`src/rtl/count_uart_tx.sv`:
```
// rtl/count_uart_tx.sv - UART 8N1 transmitter for counter bytes, raw or ASCII-hex with CR
module count_uart_tx #(
  parameter int CLKS_PER_BIT = 16
) (
  input  logic       clk,
  input  logic       rst_n,
  input  logic       ena,
  input  logic [7:0] data_in,
  input  logic       data_valid,
  input  logic       hex_mode,
  output logic       data_ready,
  output logic       tx,
  output logic       busy,
  output logic       done
);

  localparam int CW = (CLKS_PER_BIT > 1) ? $clog2(CLKS_PER_BIT) : 1;
  localparam logic [CW-1:0] CNT_MAX = CW'(CLKS_PER_BIT - 1);

  typedef enum logic [1:0] {IDLE, START, DATA, STOP} state_t;

  state_t        state;
  logic [CW-1:0] cnt;
  logic [2:0]    bit_idx;
  logic [1:0]    char_idx;
  logic [7:0]    shreg;
  logic [3:0]    lo_q;
  logic          mode_q;
  logic          bit_end;
  logic          last_char;

  // Upper-case ASCII for one hex digit
  function automatic logic [7:0] hex_char(input logic [3:0] n);
    if (n < 4'd10) hex_char = 8'h30 + {4'h0, n};
    else           hex_char = 8'h37 + {4'h0, n};
  endfunction

  assign bit_end   = (cnt == CNT_MAX);
  // Raw mode sends a single character; hex mode ends after the CR (index 2)
  assign last_char = mode_q ? (char_idx == 2'd2) : 1'b1;

  // Sequence FSM: accept, then start/data/stop bits per character, registered outputs
  always_ff @(posedge clk or negedge rst_n) begin
    if (!rst_n) begin
      state      <= IDLE;
      cnt        <= '0;
      bit_idx    <= '0;
      char_idx   <= '0;
      shreg      <= '0;
      lo_q       <= '0;
      mode_q     <= 1'b0;
      tx         <= 1'b1;
      busy       <= 1'b0;
      done       <= 1'b0;
      data_ready <= 1'b0;
    end else begin
      done <= 1'b0;
      case (state)
        IDLE: begin
          tx       <= 1'b1;
          busy     <= 1'b0;
          cnt      <= '0;
          bit_idx  <= '0;
          char_idx <= '0;
          if (data_valid && data_ready) begin
            state      <= START;
            tx         <= 1'b0;
            busy       <= 1'b1;
            data_ready <= 1'b0;
            lo_q       <= data_in[3:0];
            mode_q     <= hex_mode;
            shreg      <= hex_mode ? hex_char(data_in[7:4]) : data_in;
          end else begin
            data_ready <= ena;
          end
        end
        START: begin
          if (bit_end) begin
            cnt   <= '0;
            state <= DATA;
            tx    <= shreg[0];
          end else begin
            cnt <= cnt + 1'b1;
          end
        end
        DATA: begin
          if (bit_end) begin
            cnt <= '0;
            if (bit_idx == 3'd7) begin
              state   <= STOP;
              tx      <= 1'b1;
              bit_idx <= '0;
            end else begin
              bit_idx <= bit_idx + 1'b1;
              tx      <= shreg[1];
              shreg   <= {1'b0, shreg[7:1]};
            end
          end else begin
            cnt <= cnt + 1'b1;
          end
        end
        STOP: begin
          if (bit_end) begin
            cnt <= '0;
            if (last_char) begin
              state      <= IDLE;
              busy       <= 1'b0;
              done       <= 1'b1;
              data_ready <= ena;
            end else begin
              state    <= START;
              tx       <= 1'b0;
              char_idx <= char_idx + 1'b1;
              shreg    <= (char_idx == 2'd0) ? hex_char(lo_q) : 8'h0D;
            end
          end else begin
            cnt <= cnt + 1'b1;
          end
        end
        default: state <= IDLE;
      endcase
    end
  end

endmodule

```
`config.mk`:
```
export PLATFORM = sky130hd
export DESIGN_NAME = count_uart_tx
export DESIGN_NICKNAME = d
export VERILOG_FILES = /design/src/rtl/count_uart_tx.sv
export SDC_FILE = /design/constraint.sdc
export NUM_CORES = 1
export LEC_CHECK = 0
export ABC_AREA = 1
export BUFFER_PORTS_ARGS = -buffer_cell sky130_fd_sc_hd__buf_2
export CAP_MARGIN = 20
export CELL_PAD_IN_SITES_DETAIL_PLACEMENT = 0
export CELL_PAD_IN_SITES_GLOBAL_PLACEMENT = 1
export CORE_UTILIZATION = 39
export DETAILED_ROUTE_END_ITERATION = 6
export GPL_TIMING_DRIVEN = 0
export PLACE_DENSITY_LB_ADDON = 0.1
export REMOVE_ABC_BUFFERS = 1
export SYNTH_ARGS = -nofsm -noshare
export SYNTH_HDL_FRONTEND = slang
export SYNTH_SLANG_ARGS = --single-unit
```
`constraint.sdc`:
```
create_clock -name clk -period 1.65 [get_ports clk]
set_clock_uncertainty 0.05 [all_clocks]
set_input_delay 0.495 -clock clk [delete_from_list [all_inputs] [get_ports clk]]
set_output_delay 0.495 -clock clk [all_outputs]
set_load 0.1 [all_outputs]
```
Yosys cells after proc, flatten, opt, wreduce, memory -nomap -nowiden
Index checks and enable logic that the tools add are counted.

word-level totals
  memories = 0
  bits in read-only memories = 0
  bits of input ports = 13
  logic and storage cells = 92
  output and inout bits = 4
  memory bits (writable) = 0
  latch bits = 0
  flip-flop bits (word level) = 28

cells by class
  div/mod/pow operators = 0
  add/sub/neg operators = 7
  reduce and logical (&&, ||, !) cells = 14
  mux-type cells = 44
  bitwise operators = 0
  shifts and indexed selects = 0
  magnitude comparators = 2
  equal/unequal tests = 14
  $mul = 0

operators by type and width
  kind                                                            count
  8-bit 2-to-1 mux                                                7
  6-bit by 4-bit adder with 7-bit output (first input constant)   4
  8-bit case mux with 3 select lines                              1
  1-bit 2-to-1 mux                                                17
  2-bit inequality test (second input constant)                   8
  2-bit 2-to-1 mux                                                7
  7-bit 2-to-1 mux                                                2
  4-bit < comparator (second input constant)                      2
  2-bit case mux with 4 select lines                              1
  4-bit case mux with 2 select lines                              1
  2-bit == test (second input constant)                           3
  3-bit 2-to-1 mux                                                2
  3-bit case mux with 2 select lines                              1
  3-bit AND reduction                                             2
  6-bit AND reduction                                             1
  5-bit AND reduction                                             1
  4-bit by 1-bit adder with 4-bit output (second input constant)  1
  4-bit == test (second input constant)                           1
  2-bit zero test                                                 2
  4-bit 2-to-1 mux                                                1
  1-bit case mux with 2 select lines                              2
  1-bit case mux with 4 select lines                              1
  2-bit case mux with 2 select lines                              1
  2-bit AND reduction                                             2
  9 further kinds                                                 10

Logic depth before layout (Yosys ltp)
  depth after elaboration = 6
  mapped depth = 11
  gate-level depth less buffers = 10

Least setup slack after synthesis
OpenSTA, ideal clock, no wires.

  kind = reg2reg
  start point = register data_ready
  end point = register shreg[6]
  clock period less this slack = 1913 ps
  data arrival time = 1743 ps
  cell stages (with the launch flop) = 9
  library setup time = 120 ps
  path buffers = 1
  data required time = 1480 ps
  path slack = -263 ps
  path through = dfrtp_1 > nand2_1 > nand2_1 > nand2_1 > nor2_4 > buf_6 > inv_4 > nor2_4 > a21oi_2

between the ends
  longest elaborated chain between the ends = 3

ends and longest elaborated chain
  item                                    line  text
  from (decl)                             11    output logic data_ready,
  from (signal assigned)                  74    data_ready <= ena;
  from (signal assigned)                  109   data_ready <= ena;
  1-bit logical AND                       65    if (data_valid && data_ready) begin
  2-bit inequality test (no source line)  --
  6-bit AND reduction (no source line)    --
  to (signal assigned)                    72    shreg <= hex_mode ? hex_char(data_in[7:4]) : data_in;
  to (signal assigned)                    96    shreg <= {1'b0, shreg[7:1]};
  to (signal assigned)                    114   shreg <= (char_idx == 2'd0) ? hex_char(lo_q) : 8'h0D;
  to (decl)                               26    logic [7:0] shreg;

Every way passes these cells.
A chain may end at the register's enable or synchronous reset.

Final worst setup path
  start point = register bit_idx[0]
  end point = register shreg[1]

between the ends
  longest elaborated chain between the ends = 3

ends and longest elaborated chain
  item                                    line  text
  from (decl)                             24    logic [2:0] bit_idx;
  from (signal assigned)                  94    bit_idx <= bit_idx + 1'b1;
  3-bit == test                           89    if (bit_idx == 3'd7) begin
  2-bit inequality test (no source line)  --
  6-bit AND reduction (no source line)    --

Every way passes these cells.

==> run summary <==
Reg2reg setup slack: 40 ps
Via/cell ratio: 4.83
Max frequency: 0.622 GHz
CP most frequent cell: nor2_1
Pwr Density: 545 mW/mm2
First-pass GRT wire length: 7040 um
Routed WL: 3900 um
Yosys reg bits: 28
Sink Count: 28
Syn_area_per_cell: 7.46 um2
Hold slack: 196 ps
Top cell type's share of synthesized area: 37.8%
Peak supply drop: 0.461 mV
Net Switching: 0.000252 W
Worst path slowest cell: dfrtp_1
Largest net degree at the start of global routing: 29
H-tree depth: 1
GPL Wtd Cong: 0.774
Final Total Pwr: 0.00113 W
Leading area contributor after synthesis: dfrtp_1
Row count: 24
Grt ovf: 0
Final ANT Viol Nets: 0
Required @ worst endpoint: 1770 ps
Ant. Diodes: 0
Crit path kind: reg -> reg
Starting Density: 40.8%
Setup Viol. Count Final: 0
Fin crit share: 97.4%
Switching Share: 22.3%
Register area share after synthesis: 39.2%
Initial antenna violation count: 0
I/O pins: 17
FF-to-FF path depth: 8
Met2 wire len: 1620 um
Clock network fraction of total power: 33.9%
DP Wirelength: 2870 um
Comb power frac: 5.4%
CTS tree: yes
Final hold viol count: 0
Nets: 286
Leak: 1.01 nW
Worst skew pair latency: 270 ps
RSZ-0062 raised after global routing: true
Die Wd: 69.7 um
DR WL met3: 184 um
Initial drt markers: 54
Crit path cell chain: ha_2 > ha_4 > a21oi_2 > nand2_2 > nor2_4 > nand2_1 > nor2_1 > nor2_1
Top sig layer: met4
CP max FO: 5
Critical path data arrival time: 1730 ps
Post-synth top cells: 65 x nand2_1, 34 x inv_1, 27 x dfrtp_1
HP Class: in -> async
CTS Hold Bufs: 0
Layout cell share with drive strength beyond 1: 21.5%
Synth area leaders: dfrtp_1 38%, nand2_1 14%, ha_1 8.4%
Root Buffer Master: clkbuf_8
Max-cap violations: 0
Final Critical Period: 1610 ps
# fillers: 457
P_int: 0.000878 W
Die area: 0.00486 mm2
Worst slew pin tran: 667 ps
Layout area overhead: 15.8%
CTS Buf Count: 3
Delay of the slowest cell on the worst path: 390 ps
CTS max path bufs: 2
Main synth FF type: dfrtp_1
Worst slew margin: 55.5%
Total GRT Usage: 18.1%
Vias: 1508
Placed cell count: 303
Run status: complete, no violations
Post-Layout Cell Count: 312
Flop pwr share: 60.7%
Mapped Area: 0.00179 mm2
Post-synth EDFFs: 0
Die Height: 69.7 um
Vias in the first global route: 1472
Initial DRT Pass Iterations: 4
Top-count cell post-synth: nand2_1
Number of port buffers: 16
Core ar.: 0.00438 mm2
Pre-CTS WS: -311 ps
Yosys cell types: 29
Fraction of registers with async set/reset: 100%
Crit end category: flip-flop
Max Slew Vio Count: 0
Post-layout util: 47.3%
Wl on met1: 2070 um
YS warnings: 0
Remaining DRCs: 0
Clock slew at reported path FFs: 90 ps
Critical Path Source Type: flip-flop
Final worst setup slack: 43.0 ps
DR WL/cell: 12.5 um
Mapped Cells: 240
==> per-layer routing <==
| metal | up-vias | track usage, % |
|---|---|---|
| met5 | - | 0 |
| met4 | 0 | 3.33 |
| met3 | 2 | 3.78 |
| met2 | 27 | 26.6 |
| met1 | 672 | 27.3 |
| li1 | 807 | - |
==> worst max-delay path, delay by kind of cell, from the launching register on <==
family | cells | cell delay, ps
compound gates | 1 | 150
fa+ha+maj | 2 | 360
flops | 1 | 390
simple gates | 5 | 560
==> layout by cell type, fill, tap and decap left out, types with 2 or more instances in the layout <==
cell and n:
ha_4 3, nand2_1 62, nand3_1 16, nand4_1 5, ha_2 3, o21ai_0 18
buf_6 2, inv_4 4, dfrtp_2 2, buf_2 13, nand2_4 3, a21oi_1 11
inv_1 32, clkbuf_8 3, dfrtp_1 25, nor2_1 17, buf_4 3, o21ai_1 4
ha_1 6, nand2_2 3, clkbuf_4 2, a21oi_2 3, nor2_4 2, nor2_2 6
==> cell type report <==
class	count	area, um2	area share [%]
Clock buffer	4	45.0	2.17
Multi-Input combinational cell	171	983	47.5
Tap cell	52	65.1	3.14
Inverter	37	149	7.19
Sequential cell	28	704	34.0
Timing Repair Buffer	20	125	6.04
==> power by group through the flow <==
stage | registers, W | clock network [W] | logic [W]
finish | 0.000686 | 0.000383 | 0.0000609
global route | 0.000686 | 0.000430 | 0.0000729
CTS | 0.000686 | 0.000409 | 0.0000621
detailed placement | 0.000699 | 0 | 0.0000616
global placement | 0.000699 | 0 | 0.0000622
floorplan | 0.000699 | 0 | 0.0000221
==> through the flow <==
stage	setup TNS [ps]	area (um2)
global route	-209	2070
floorplan	-2130	1750
CTS	0	2000
detailed placement	-2750	1900
finish	0	2070
global placement	-2740	1900
==> timing repair <==
item                       4_1_cts  5_1_grt
pin swaps                        2        8
cloned                           1        0
setup endpoints to repair       17       11
resized for setup               12       17
buffers inserted                 2        2
==> worst paths after layout <==
path / start / to
min reg2reg: cnt[0]$_DFF_PN0_ / cnt[0]$_DFF_PN0_
min: rst_n / shreg[5]$_DFFE_PN0P_
min in group clk: ena / data_ready$_DFFE_PN0P_
max in group asynchronous: rst_n / state[0]$_DFFE_PN0P_
max reg2reg: bit_idx[0]$_DFFE_PN0P_ / shreg[1]$_DFFE_PN0P_
max: bit_idx[0]$_DFFE_PN0P_ / shreg[1]$_DFFE_PN0P_
==> flip-flops by register name, indices dropped and copies added (netlist names) <==
name,count
bit_idx,3
tx,1
data_ready,1
lo_q,4
busy,1
shreg,8
done,1
cnt,4
char_idx,2
state,2
mode_q,1
==> logic make-up (layout without fill, tap and decap cells) <==
| kind of cell | Yosys count | in the layout | synth area share [%] |
|---|---|---|---|
| AOI/OAI and AO/OA | 40 | 40 | 11.9 |
| xor gates and xnor gates | 1 | 1 | 0.490 |
| adders and majority gates | 12 | 12 | 8.39 |
| buffers and inverters | 42 | 61 | 10.1 |
| DFF | 28 | 28 | 39.2 |
| and+or+nand+nor | 117 | 118 | 29.9 |
No activity file was read; power rests on OpenSTA's default activity.
